**src/rtl/awgn_pkg.sv**
```systemverilog
// Shared AWGN-core definitions: datapath widths and the per-stage mantissa bundle
// used by both the normalize and denormalize pipelines.
package awgn_pkg;

    localparam int MANT_W      = 48;
    localparam int SHIFT_W     = 6;
    localparam int FLUSH_SHIFT = 48;

    typedef struct packed {
        logic              valid;
        logic [MANT_W-1:0] mant;
        logic              guard;
        logic              sticky;
    } stage_t;

    localparam stage_t STAGE_IDLE = '{1'b0, 48'd0, 1'b0, 1'b0};

    // Round-to-nearest-even increment: round up above half, or on a tie when the lsb is odd.
    function automatic logic rne_inc(input stage_t s);
        return s.guard & (s.sticky | s.mant[0]);
    endfunction

endpackage

```
**src/rtl/rshift_sticky48.sv**
```systemverilog
// Combinational right shift of a 48-bit value by (shamt & MASK), returning the shifted
// value, the last bit shifted out (guard) and the OR of all lower discarded bits (sticky).
module rshift_sticky48
    import awgn_pkg::*;
#(
    parameter logic [SHIFT_W-1:0] MASK = 6'b111111
) (
    input  logic [MANT_W-1:0]  din,
    input  logic [SHIFT_W-1:0] shamt,
    output logic [MANT_W-1:0]  dout,
    output logic               guard,
    output logic               sticky
);

    logic [SHIFT_W-1:0]  amt_s;
    logic [2*MANT_W-1:0] wide_s;

    // Shift into a double-width window so the discarded bits land in the low half.
    always_comb begin
        amt_s  = shamt & MASK;
        wide_s = {din, {MANT_W{1'b0}}} >> amt_s;
        dout   = wide_s[2*MANT_W-1:MANT_W];
        guard  = wide_s[MANT_W-1];
        sticky = |wide_s[MANT_W-2:0];
    end

endmodule

```
**src/rtl/denorm48_pipe.sv**
```systemverilog
// Three-stage denormalizer: coarse shift, fine shift, RNE round. Restores a fixed-point
// value from a normalized mantissa and its leading-zero count, with a global-stall handshake.
module denorm48_pipe
    import awgn_pkg::*;
(
    input  logic               clk,
    input  logic               rst_n,
    input  logic               in_valid,
    output logic               in_ready,
    input  logic [MANT_W-1:0]  in_mant,
    input  logic [SHIFT_W-1:0] in_shift,
    input  logic               in_zero,
    output logic               out_valid,
    input  logic               out_ready,
    output logic [MANT_W-1:0]  out_data,
    output logic               out_inexact,
    output logic               out_zero
);

    localparam logic [SHIFT_W-1:0] COARSE_MASK = 6'b110000;
    localparam logic [SHIFT_W-1:0] FINE_MASK   = 6'b001111;

    stage_t             s1_r;
    stage_t             s2_r;
    logic [3:0]         s1_fine_r;

    logic               adv_s;
    logic               live_s;
    logic               flush_s;
    logic [MANT_W-1:0]  mant_in_s;
    logic [SHIFT_W-1:0] shift_in_s;
    logic [MANT_W-1:0]  c_mant_s;
    logic               c_guard_s;
    logic               c_sticky_s;
    logic [MANT_W-1:0]  f_mant_s;
    logic               f_guard_s;
    logic               f_sticky_s;
    stage_t             s1_next_s;
    stage_t             s2_next_s;
    logic [MANT_W-1:0]  sum_s;

    assign adv_s    = ~out_valid | out_ready;
    assign in_ready = adv_s;

    // Operand gating: idle or zero beats carry an all-zero mantissa and shift into the datapath.
    always_comb begin
        live_s     = in_valid & ~in_zero;
        mant_in_s  = live_s ? in_mant : {MANT_W{1'b0}};
        shift_in_s = live_s ? in_shift : {SHIFT_W{1'b0}};
        flush_s    = shift_in_s >= SHIFT_W'(FLUSH_SHIFT);
    end

    rshift_sticky48 #(.MASK(COARSE_MASK)) u_coarse (
        .din    (mant_in_s),
        .shamt  (shift_in_s),
        .dout   (c_mant_s),
        .guard  (c_guard_s),
        .sticky (c_sticky_s)
    );

    // Stage 1 result: a flush (shift >= 48) discards everything into sticky and never rounds up.
    always_comb begin
        s1_next_s.valid = in_valid;
        if (flush_s) begin
            s1_next_s.mant   = {MANT_W{1'b0}};
            s1_next_s.guard  = 1'b0;
            s1_next_s.sticky = |mant_in_s;
        end else begin
            s1_next_s.mant   = c_mant_s;
            s1_next_s.guard  = c_guard_s;
            s1_next_s.sticky = c_sticky_s;
        end
    end

    rshift_sticky48 #(.MASK(FINE_MASK)) u_fine (
        .din    (s1_r.mant),
        .shamt  ({2'b00, s1_fine_r}),
        .dout   (f_mant_s),
        .guard  (f_guard_s),
        .sticky (f_sticky_s)
    );

    // Stage 2 result: a nonzero fine shift demotes the coarse guard into sticky.
    always_comb begin
        s2_next_s.valid = s1_r.valid;
        s2_next_s.mant  = f_mant_s;
        if (s1_fine_r != 4'd0) begin
            s2_next_s.guard  = f_guard_s;
            s2_next_s.sticky = f_sticky_s | s1_r.guard | s1_r.sticky;
        end else begin
            s2_next_s.guard  = s1_r.guard;
            s2_next_s.sticky = s1_r.sticky;
        end
    end

    // Rounding adder; bit47 of the shifted value is clear whenever guard can be set.
    always_comb begin
        sum_s = s2_r.mant + {{(MANT_W-1){1'b0}}, rne_inc(s2_r)};
    end

    // Pipeline registers: all stages advance together, or all hold under backpressure.
    always_ff @(posedge clk or negedge rst_n) begin
        if (!rst_n) begin
            s1_r        <= STAGE_IDLE;
            s1_fine_r   <= 4'd0;
            s2_r        <= STAGE_IDLE;
            out_valid   <= 1'b0;
            out_data    <= {MANT_W{1'b0}};
            out_inexact <= 1'b0;
            out_zero    <= 1'b0;
        end else if (adv_s) begin
            s1_r        <= s1_next_s;
            s1_fine_r   <= flush_s ? 4'd0 : shift_in_s[3:0];
            s2_r        <= s2_next_s;
            out_valid   <= s2_r.valid;
            out_data    <= sum_s;
            out_inexact <= s2_r.guard | s2_r.sticky;
            out_zero    <= (sum_s == {MANT_W{1'b0}});
        end
    end

endmodule

```
**config.mk**
```make
export PLATFORM = sky130hd
export DESIGN_NAME = denorm48_pipe
export DESIGN_NICKNAME = d
export VERILOG_FILES = /design/src/rtl/awgn_pkg.sv /design/src/rtl/rshift_sticky48.sv /design/src/rtl/denorm48_pipe.sv
export SDC_FILE = /design/constraint.sdc
export NUM_CORES = 1
export LEC_CHECK = 0
export CORE_MARGIN = 2
export CORE_UTILIZATION = 62
export DETAILED_ROUTE_END_ITERATION = 6
export GPL_TIMING_DRIVEN = 0
export PLACE_DENSITY = 0.95
export REMOVE_ABC_BUFFERS = 1
export SLEW_MARGIN = 20
export SYNTH_ARGS = -nofsm -noshare
export SYNTH_HDL_FRONTEND = slang
export SYNTH_SLANG_ARGS = --single-unit
```
**constraint.sdc**
```tcl
create_clock -name clk -period 4.72 [get_ports clk]
set_input_delay 0.708 -clock clk [delete_from_list [all_inputs] [get_ports clk]]
set_output_delay 0.708 -clock clk [all_outputs]
set_load 0.05 [all_outputs]
```
# ---- Word level (Yosys, flattened, before mapping)
# Cells that the tools add are included.
dict set report word_totals {
  mem_bits_rw 0
  register_bits 157
  latch_bits 0
  memories 0
  elab_cells 36
  input_bits 59
  rom_bits 0
  output_inout_bits 52
}
dict set report classes {
  muxes 5
  shift 2
  n_eq_ne 0
  order_cmp 1
  bitwise 9
  mul 0
  n_reduce_logical 5
  n_addsub 1
  n_div 0
}
# operator n
set op_table {}
lappend op_table {{$shr A96 B4 Y96} 1}
lappend op_table {{$shr A96 B6 Y96} 1}
lappend op_table {{$reduce_or A47 Y1} 2}
lappend op_table {{$mux W50} 1}
lappend op_table {{$add A48 B1 Y48} 1}
lappend op_table {{$logic_not A48 Y1} 1}
lappend op_table {{$mux W48} 1}
lappend op_table {{$reduce_or A48 Y1} 1}
lappend op_table {{$ge A6 B6 Y1 const B} 1}
lappend op_table {{$mux W6} 1}
lappend op_table {{$or A1 B1 Y1} 5}
lappend op_table {{$mux W4} 1}
lappend op_table {{$reduce_bool A4 Y1} 1}
lappend op_table {{$and A1 B1 Y1} 2}
lappend op_table {{$mux W2} 1}
lappend op_table {{$not A1 Y1} 2}

# ---- Depth between registers and ports, before layout
# Gate-level depths: netlist of the first run.
dict set report logic_depth {
  ltp_word 6
  depth_mapped 11
  depth_no_buf 11
}

# ---- By module
# From an unflattened synthesis of the first run, not the netlist that was laid out.
dict set report hier_totals {
  cells_unflattened 1389
  area_unflattened_um2 11378.4
}
# module area_per_inst_um2 cells_each n_inst
set by_module_without_submodules {}
lappend by_module_without_submodules {denorm48_pipe 7910.1 944 1}
lappend by_module_without_submodules {{rshift_sticky48 at u_fine} 2560.0 301 1}
lappend by_module_without_submodules {{rshift_sticky48 at u_coarse} 908.4 144 1}

# ---- Worst setup path before layout of the first run
# OpenSTA, ideal clock, no wires.
dict set report synth_path {
  path_kind {reg-to-reg}
  startpoint {register s2_r[2] (netlist name)}
  endpoint {register out_zero}
  n_path_buf 0
  setup_time_ns 0.068
  setup_slack_ns 1.797
  t_arrival_ns 2.854
  t_required_ns 4.652
  path_stages_with_launch 12
  cell_sequence {dfrtp_1 o21a_1 ha_1 ha_1 nand2_1 or3_1 nor3_1 mux2_2 o2bb2ai_1 nand4_1 nor4_1 a32o_1}
}
dict set report synth_via {
  elab_chain_len 4
}
# element line_no
set synth_lines {}
lappend synth_lines {{start, declared} denorm48_pipe.sv:24} ;# stage_t s2_r;
lappend synth_lines {{start signal, assigned} denorm48_pipe.sv:114} ;# s2_r <= s2_next_s;
lappend synth_lines {{$or A1 B1 Y1} awgn_pkg.sv:20} ;# return s.guard & (s.sticky | s.mant[0]);
lappend synth_lines {{$and A1 B1 Y1} awgn_pkg.sv:20}
lappend synth_lines {{$add A48 B1 Y48 *} denorm48_pipe.sv:98} ;# sum_s = s2_r.mant + {{(MANT_W-1){1'b0}}, rne_inc(s2_r)};
lappend synth_lines {{$logic_not A48 Y1 *} denorm48_pipe.sv:118} ;# out_zero <= (sum_s == {MANT_W{1'b0}});
lappend synth_lines {{end signal, assigned} denorm48_pipe.sv:118}
lappend synth_lines {{end, declared} denorm48_pipe.sv:17} ;# output logic out_zero
# Every way passes the cells marked *; elsewhere a longest branch is shown, timed or not.
# A chain may end at the register's enable or synchronous reset.

# ---- Worst setup path after layout of the first run
# Same ends and word-level chain as after synthesis.

==> results of run 1 <==
==> metal layers <==
metal | up-vias | part of all wire, % | wire length, microns
li1 | 4047 | - | -
met1 | 4278 | 40 | 11100
met2 | 483 | 49 | 13500
met3 | 98 | 6.6 | 1850
met4 | 0 | 4.8 | 1330
met5 | - | 0 | 0
==> metrics by stage <==
stage	utilization (%)	hold WS, ns	TNS (ns)	area [sq um]
after CTS	75.5	0.177	0	12000
after detailed placement	71.5	0.447	0	11300
after global placement	69.7	0.441	-1834.27	11000
after global routing	75.6	0.189	0	12000
final	75.6	0.162	0	12000
after floorplan	-	0.412	-736.69	9670
==> logic make-up after synthesis <==
group | Yosys count
simple gates | 406
compound gates | 204
mux | 178
flops | 157
buf+inv | 99
xor+xnor | 46
fa+ha+maj | 3
==> cells in the final DEF, fill, tap and decap left out, types with 16 or more instances in the layout <==
cell,netlist,routed
mux4_2,19,19
nor3_1,24,23
xor2_1,19,19
nand3_1,30,30
xnor2_1,27,27
o21ai_0,68,68
nor4_1,18,18
clkbuf_16,0,17
a22o_1,36,36
o31ai_1,22,22
a21oi_1,48,48
nand2_1,125,125
nor2_1,135,135
nand4_1,25,25
dfrtp_1,157,154
mux2_2,16,16
clkdlybuf4s50_1,0,108
mux2i_1,143,143
==> final cells by class <==
class	count	area [sq um]	share of cell area (%)
multi-input combinational	837	5720	47.9
timing repair buffer	122	1350	11.3
sequential	157	3940	32.9
inverter	8	33.8	0.282
clock inverter	12	185	1.55
clock buffer	20	457	3.82
tap	216	270	2.26
==> sequential cells by signal, summed over array words and instances, names as in the netlist <==
| signal | count |
|---|---|
| out_data | 48 |
| out_valid | 1 |
| s1_fine_r | 4 |
| out_inexact | 1 |
| out_zero | 1 |
| s2_r | 51 |
| s1_r | 51 |
==> critical path: stages, from the launching register on <==
cell,delay (ns)
dfrtp_1,0.40
o21a_1,0.17
ha_1,0.20
ha_1,0.27
nand2_1,0.19
nor3_2,0.57
nand3_1,0.37
nor3_1,0.43
mux2i_1,0.23
o211ai_1,0.09
nor4_1,0.40
a32o_1,0.23
==> power breakdown <==
group	total [mW]	leakage [nW]	switching, mW	internal [mW]
registers	2.07	2.06	0.406	1.66
logic	2.17	2.72	1.35	0.819
clock network	1.49	0.311	0.574	0.918
total	5.73	5.09	2.33	3.40
==> worst paths after layout <==
kind                                            end  slack, ns
max                            out_zero$_DFFE_PN0P_       1.10
min                        out_data[43]$_DFFE_PN0P_       0.16
max reg2reg                    out_zero$_DFFE_PN0P_       1.10
min reg2reg                    s2_r[50]$_DFFE_PN0P_       0.46
max in group asynchronous      s1_r[18]$_DFFE_PN0P_       3.71
min in group clk               s2_r[50]$_DFFE_PN0P_       0.46
==> summary.txt, run 1 <==
Logic synthesis
  – Post-Synth Adder-Cell Area: 0.375%
  – XOR/XNOR Fraction of Synth Area: 4.02%
  – Synth warn: 0
  – Post-synth ARST share: 100%
  – Count leader, synth: dfrtp_1
  – Mux share of post-synthesis cell area: approximately a fifth
  – Top_reg_cell synth: dfrtp_1
  – EDFF count, synth: 0
  – Syn Inst Count: 1093
  – Mapped Area: 0.0100 sq mm
  – Top post-synthesis cells by count: 157 x dfrtp_1, 143 x mux2i_1, 135 x nor2_1
  – Mean post-synth cell area: 9.17 sq um
  – Largest family of logic cells by synthesized area: multiplexers
  – Largest area contributor in the netlist: dfrtp_1
  – Synth Area in Simple Gates: 19.2%
  – Area contributors post-synth: dfrtp_1 39%, mux2i_1 14%, nor2_1 5.1%
  – Share of the synthesized area in the top cell type: 39.2%
  – Compound-gate portion of the synthesized area: 13.0%
  – Seq/Total Area, Yosys: between 30% and 40%
  – Yosys reg bits: 157
  – Yosys cell types: 63

Route
  – Post-detailed-route wirelength per cell: 20.3 microns
  – DRC: 0
  – DRT Pass-1 Iters: 5
  – Vias/cell: approximately 6.5
  – Initial detailed-routing violation count: between 1000 and 1500
  – DRT antenna net count: 0
  – Via count: 8906
  – Total Wirelength: 27800 microns

Worst setup path
  – R2r worst-path depth: 11
  – Worst setup EP type: flip-flop
  – Worst EP arrival: 3.99 ns
  – Crit path from: s2_r[2]$_DFFE_PN0P_
  – Worst r2r src: s2_r[2]$_DFFE_PN0P_
  – CP Max Fanout: 8
  – Setup CP Type: flip-flop to flip-flop
  – Startpoint types: flip-flop
  – Critical path required time: roughly 5.1 ns

Global routing
  – Met3 usage: 5.32%
  – Grt total ovfl: 0
  – Met1 usage: 41.8%
  – Vias in the first global route: 8778
  – First-pass GRT wire length: between 40000 and 50000 microns
  – Most Crowded Layer GR: met2
  – Gr usage total: 33.1%
  – Initial antenna violation count: 0
  – Met2 Usage GRT: a little over half
  – Largest net degree at the start of global routing: 107

Job
  – Max-Cap Viols: 0

Die
  – Die width: about 130 microns
  – Core area: 0.0158 sq mm
  – Die area: 0.0172 sq mm
  – # IOs: 111
  – Die Ht: 131 microns
  – Row count: 46
  – Initial Util: 63.3%

Pwr
  – Total power draw: about 5.7 mW
  – VDD IR-drop max: 0.341 mV
  – Leak: 5.09 nW
  – Pwr dens: around 480 mW/mm^2

Final layout
  – Area grow syn2layout: 19.3%
  – Fillers: between 1000 and 1500
  – N_diodes: 0
  – Post-Layout Cell Count: 1372
  – Nets: 1205
  – Layout cells sized above 1: 8.91%

Clock network
  – Clock Sink Count: between 150 and 200
  – Root buffer cell: clkbuf_16
  – Setup Buffers After CTS: 0
  – Clk_lat worst skew: 0.44 ns
  – Clock buffer depth: 2
  – Clock slew at reported path FFs: 0.06 ns
  – CTS tree: done
  – Post-cts resize count: 0
  – H-tree depth: 4
  – TritonCTS Buffers: 17
  – Hold_buf cts: 0

Place
  – Detailed-placement wirelength estimate: between 20000 and 25000 microns
  – Routability cong.: 0.948
  – DP Cell Count: 1340
  – # port buffers: 110
  – Post-place setup slack: 1.20 ns

STA
  – Fmax: 0.276 GHz
  – Slew HR: between 20% and 30%
  – Unrepaired setup endpoints after global routing: no
  – Hold Vio Cnt, Final: 0
  – Minimum clock period: 3.62 ns
  – Worst-margin pin slew: 1.15 ns
  – # setup viols final: 0
  – Worst setup margin: approximately 1.1 ns
  – Clock skew: 0.00812 ns
  – Slew Limit Fails: 0
  – Tcrit/Tclk final: between 70% and 80%

Status
  – Outcome: finished, final reports clean

Min path
  – Hold Path Class: primary input to asynchronous set/reset pin
Note: power is estimated with default switching activity, not from simulation.
==> run 2, diff against run 1 <==
- CORE_UTILIZATION: 62 -> 58
- PLACE_DENSITY: 0.95 -> 0.91
- clock period: 4.72 -> 3.35 ns (I/O delays scaled with it)
==> run 2 against run 1 <==
Routed wire length down 1.5%. Largest cell class unchanged. Clock skew up 0.0042 ns. Design area up 0.45%. Register-to-register slack worse by 0.97 ns. Critical endpoint unchanged. The run now ends with DRC left. Setup slack worse by 0.97 ns. Non-clock buffer count up 2. Flip-flop and latch count unchanged. Core utilization down 5.4 points. Largest power group unchanged. Total power up 39%. Critical path depth unchanged. Final cell count up 0.80%.
==> summary.txt, run 2 (synthesis gave the netlist of run 1 again) <==
STA
  – Setup TNS: 0 ns (unchanged)
  – Hold Vio Cnt, Final: 0 (unchanged)
  – Unrepaired setup endpoints after global routing: no
  – Tcrit/Tclk final: 96.0% (+19 points)
  – Clock skew: 0.0123 ns (+0.00422 ns)
  – Worst-margin pin slew: 1.10 ns (-0.0455 ns)
  – # setup viols final: 0 (unchanged)
  – Fmax: 0.311 GHz (+13%)
  – Minimum clock period: 3.22 ns (-0.403 ns)
  – Slew Limit Fails: 0 (unchanged)
  – Slew HR: 26.5% (+3.0 points)

Worst setup path
  – Startpoint types: flip-flop
  – Setup CP Type: flip-flop to flip-flop
  – CP Max Fanout: 5 (-3)
  – Worst setup EP type: flip-flop
  – Worst EP arrival: 3.59 ns (-0.40 ns)
  – R2r worst-path depth: 11 (unchanged)
  – Critical path required time: 3.72 ns (-1.37 ns)

Status
  – Outcome: finished with violations
  – Failing checks: DRC

Die
  – Die width: 135 microns (+3.3%)
  – Initial Util: 58.5% (-4.8 points)
  – Die area: 0.0183 sq mm (+6.7%)
  – Row count: 48 (+4.3%)
  – # IOs: 111 (unchanged)
  – Die Ht: 135 microns (+3.3%)
  – Core area: 0.0171 sq mm (+8.1%)

Final layout
  – Post-Layout Cell Count: 1383 (+0.80%)
  – Layout cells sized above 1: 9.84% (+0.93 points)
  – Commonest non-fill, non-tap cell in the layout: dfrtp_1
  – Footprint of the multi-input gates: 0.00579 sq mm (+1.2%)
  – Biggest regs: s1_r x51, s2_r x51, out_data x48
  – Storage element area: 0.00394 sq mm (unchanged)
  – Fillers: 1313 (+22%)
  – N_diodes: 0 (unchanged)
  – Area grow syn2layout: 19.9%
  – Most frequent cells in the layout: 154 x dfrtp_1, 143 x mux2i_1, 135 x nor2_1
  – Nets: 1207 (+0.17%)

Clock network
  – H-tree depth: 4 (unchanged)
  – Clock slew at reported path FFs: 0.07 ns (about the same)
  – CTS tree: done
  – Clock buffer depth: 2 (unchanged)
  – Clk_lat worst skew: 0.43 ns (about the same)
  – Clock Sink Count: 157 (unchanged)
  – Hold_buf cts: 0 (unchanged)
  – TritonCTS Buffers: 17 (unchanged)
  – Root buffer cell: clkbuf_16

Pwr
  – VDD IR-drop max: 0.429 mV (+26%)
  – Pwr dens: 664 mW/mm^2 (+39%)
  – Int Pwr: 4.69 mW (+38%)
  – Clock power frac: 24.8% (-1.2 points)
  – P_sw: 3.29 mW (+41%)
  – Leak: 5.10 nW (+0.22%)
  – Comb pwr share: 38.6% (+0.7 points)
  – Sw Ratio: 41.2% (+0.56 points)
  – Seq pwr share: 36.6% (+0.5 points)

Global routing
  – Initial antenna violation count: 0 (unchanged)
  – Vias in the first global route: 8554 (-2.6%)
  – First-pass GRT wire length: 44300 microns (-2.9%)
  – Grt total ovfl: 0 (unchanged)
  – Gr usage total: 30.8% (-2.3 points)
  – Largest net degree at the start of global routing: 82 (-23%)

Route
  – DRT Pass-1 Iters: 7 (+2)
  – Total Wirelength: 27400 microns (-1.5%)
  – Initial detailed-routing violation count: 942 (-13%)
  – DRT antenna net count: 0 (unchanged)
  – Vias/cell: 6.36 (-2.0%)
  – DRC: 1 (+1)
  – Via count: 8794 (-1.3%)
  – Post-detailed-route wirelength per cell: 19.8 microns (-2.2%)

Place
  – Routability cong.: 0.937 (-1.1%)
  – # port buffers: 110 (unchanged)
  – Detailed-placement wirelength estimate: 20000 microns (-0.76%)
  – DP Cell Count: 1349 (+0.67%)

Min path
  – Hold Path Class: primary input to asynchronous set/reset pin

Job
  – Max-Cap Viols: 0 (unchanged)
run 2: cell count changes in the layout (fill, tap and decap cells not counted), moves of 2 or more:
cell / previous run / this run
clkinvlp_4: 1 / 4
nor3_1: 23 / 20
clkbuf_8: 2 / 0
clkinv_4: 4 / 2
ha_1: 3 / 1
nor3_4: 0 / 2
nor4_1: 18 / 16
nor4_2: 1 / 3
run 2: worst paths after layout:
kind,startpoint,to,slack [ns]
worst max-delay path,s2_r[1]$_DFFE_PN0P_,out_zero$_DFFE_PN0P_,0.13
worst min-delay path,rst_n,out_data[32]$_DFFE_PN0P_,0.04
worst max register to register,s2_r[1]$_DFFE_PN0P_,out_zero$_DFFE_PN0P_,0.13
worst min register to register,out_data[1]$_DFFE_PN0P_,out_data[1]$_DFFE_PN0P_,0.47
max in group asynchronous,rst_n,s1_fine_r[0]$_DFFE_PN0P_,2.47
min in group clk,out_data[1]$_DFFE_PN0P_,out_data[1]$_DFFE_PN0P_,0.47
run 2: cell type report:
cell class | instances | share of cell area, %
Clock buffer | 19 | 3.60
Clock inverter | 13 | 1.37
Inverter | 8 | 0.281
Multi-Input combinational cell | 837 | 48.2
Sequential cell | 157 | 32.8
Tap cell | 225 | 2.34
Timing Repair Buffer | 124 | 11.4
run 2: layer usage:
layer / track usage [%] / up-vias / part of all wire [%] / wire, microns
li1: - / 4045 / - / -
met1: 40.1 / 4174 / 40 / 11000
met2: 50.4 / 466 / 49 / 13300
met3: 4.75 / 109 / 6.1 / 1680
met4: 15.9 / 0 / 5.0 / 1370
met5: 0 / - / 0 / 0
run 2: power groups by stage:
| stage | combinational [mW] | sequential [mW] | clock, mW |
|---|---|---|---|
| 5_1_grt | 3.29 | 2.99 | 2.07 |
| 3_5_place_dp | 3.04 | 2.93 | 0 |
| 3_3_place_gp | 2.92 | 2.93 | 0 |
| 2_1_floorplan | 1.20 | 3.64 | 0 |
| 4_1_cts | 3.06 | 2.90 | 1.99 |
| 6_report | 3.08 | 2.92 | 1.98 |
run 2: metrics by stage:
| stage | worst slack [ns] | cell area, sq um | util (%) | power, mW | hold WS (ns) |
|---|---|---|---|---|---|
| after CTS | 0.0434 | 12000 | 69.9 | 7.95 | 0.0679 |
| after global placement | -13.93 | 11000 | 64.5 | 5.84 | 0.442 |
| after detailed placement | -0.113 | 11300 | 66.2 | 5.97 | 0.457 |
| after global routing | 0.0108 | 12000 | 70.2 | 8.35 | 0.0833 |
| final | 0.135 | 12000 | 70.2 | 7.98 | 0.0431 |
| after floorplan | -8.40 | 9670 | - | 4.84 | 0.207 |
run 2: critical path: stages, from the launching register on:
cell	delay (ns)
dfrtp_1	0.39
o21a_1	0.20
ha_2	0.24
ha_4	0.18
nand2_2	0.12
or3_4	0.48
or4_4	0.46
xnor2_1	0.18
nor4b_2	0.28
nand4_1	0.16
nor4_2	0.27
a32o_1	0.20
run 2: repair_timing:
action	4_1_cts	5_1_grt
gates resized for setup	6	7
cloned	0	0
endpoints found under the setup margin	1	1
pin swaps	0	1
setup buffers	0	2
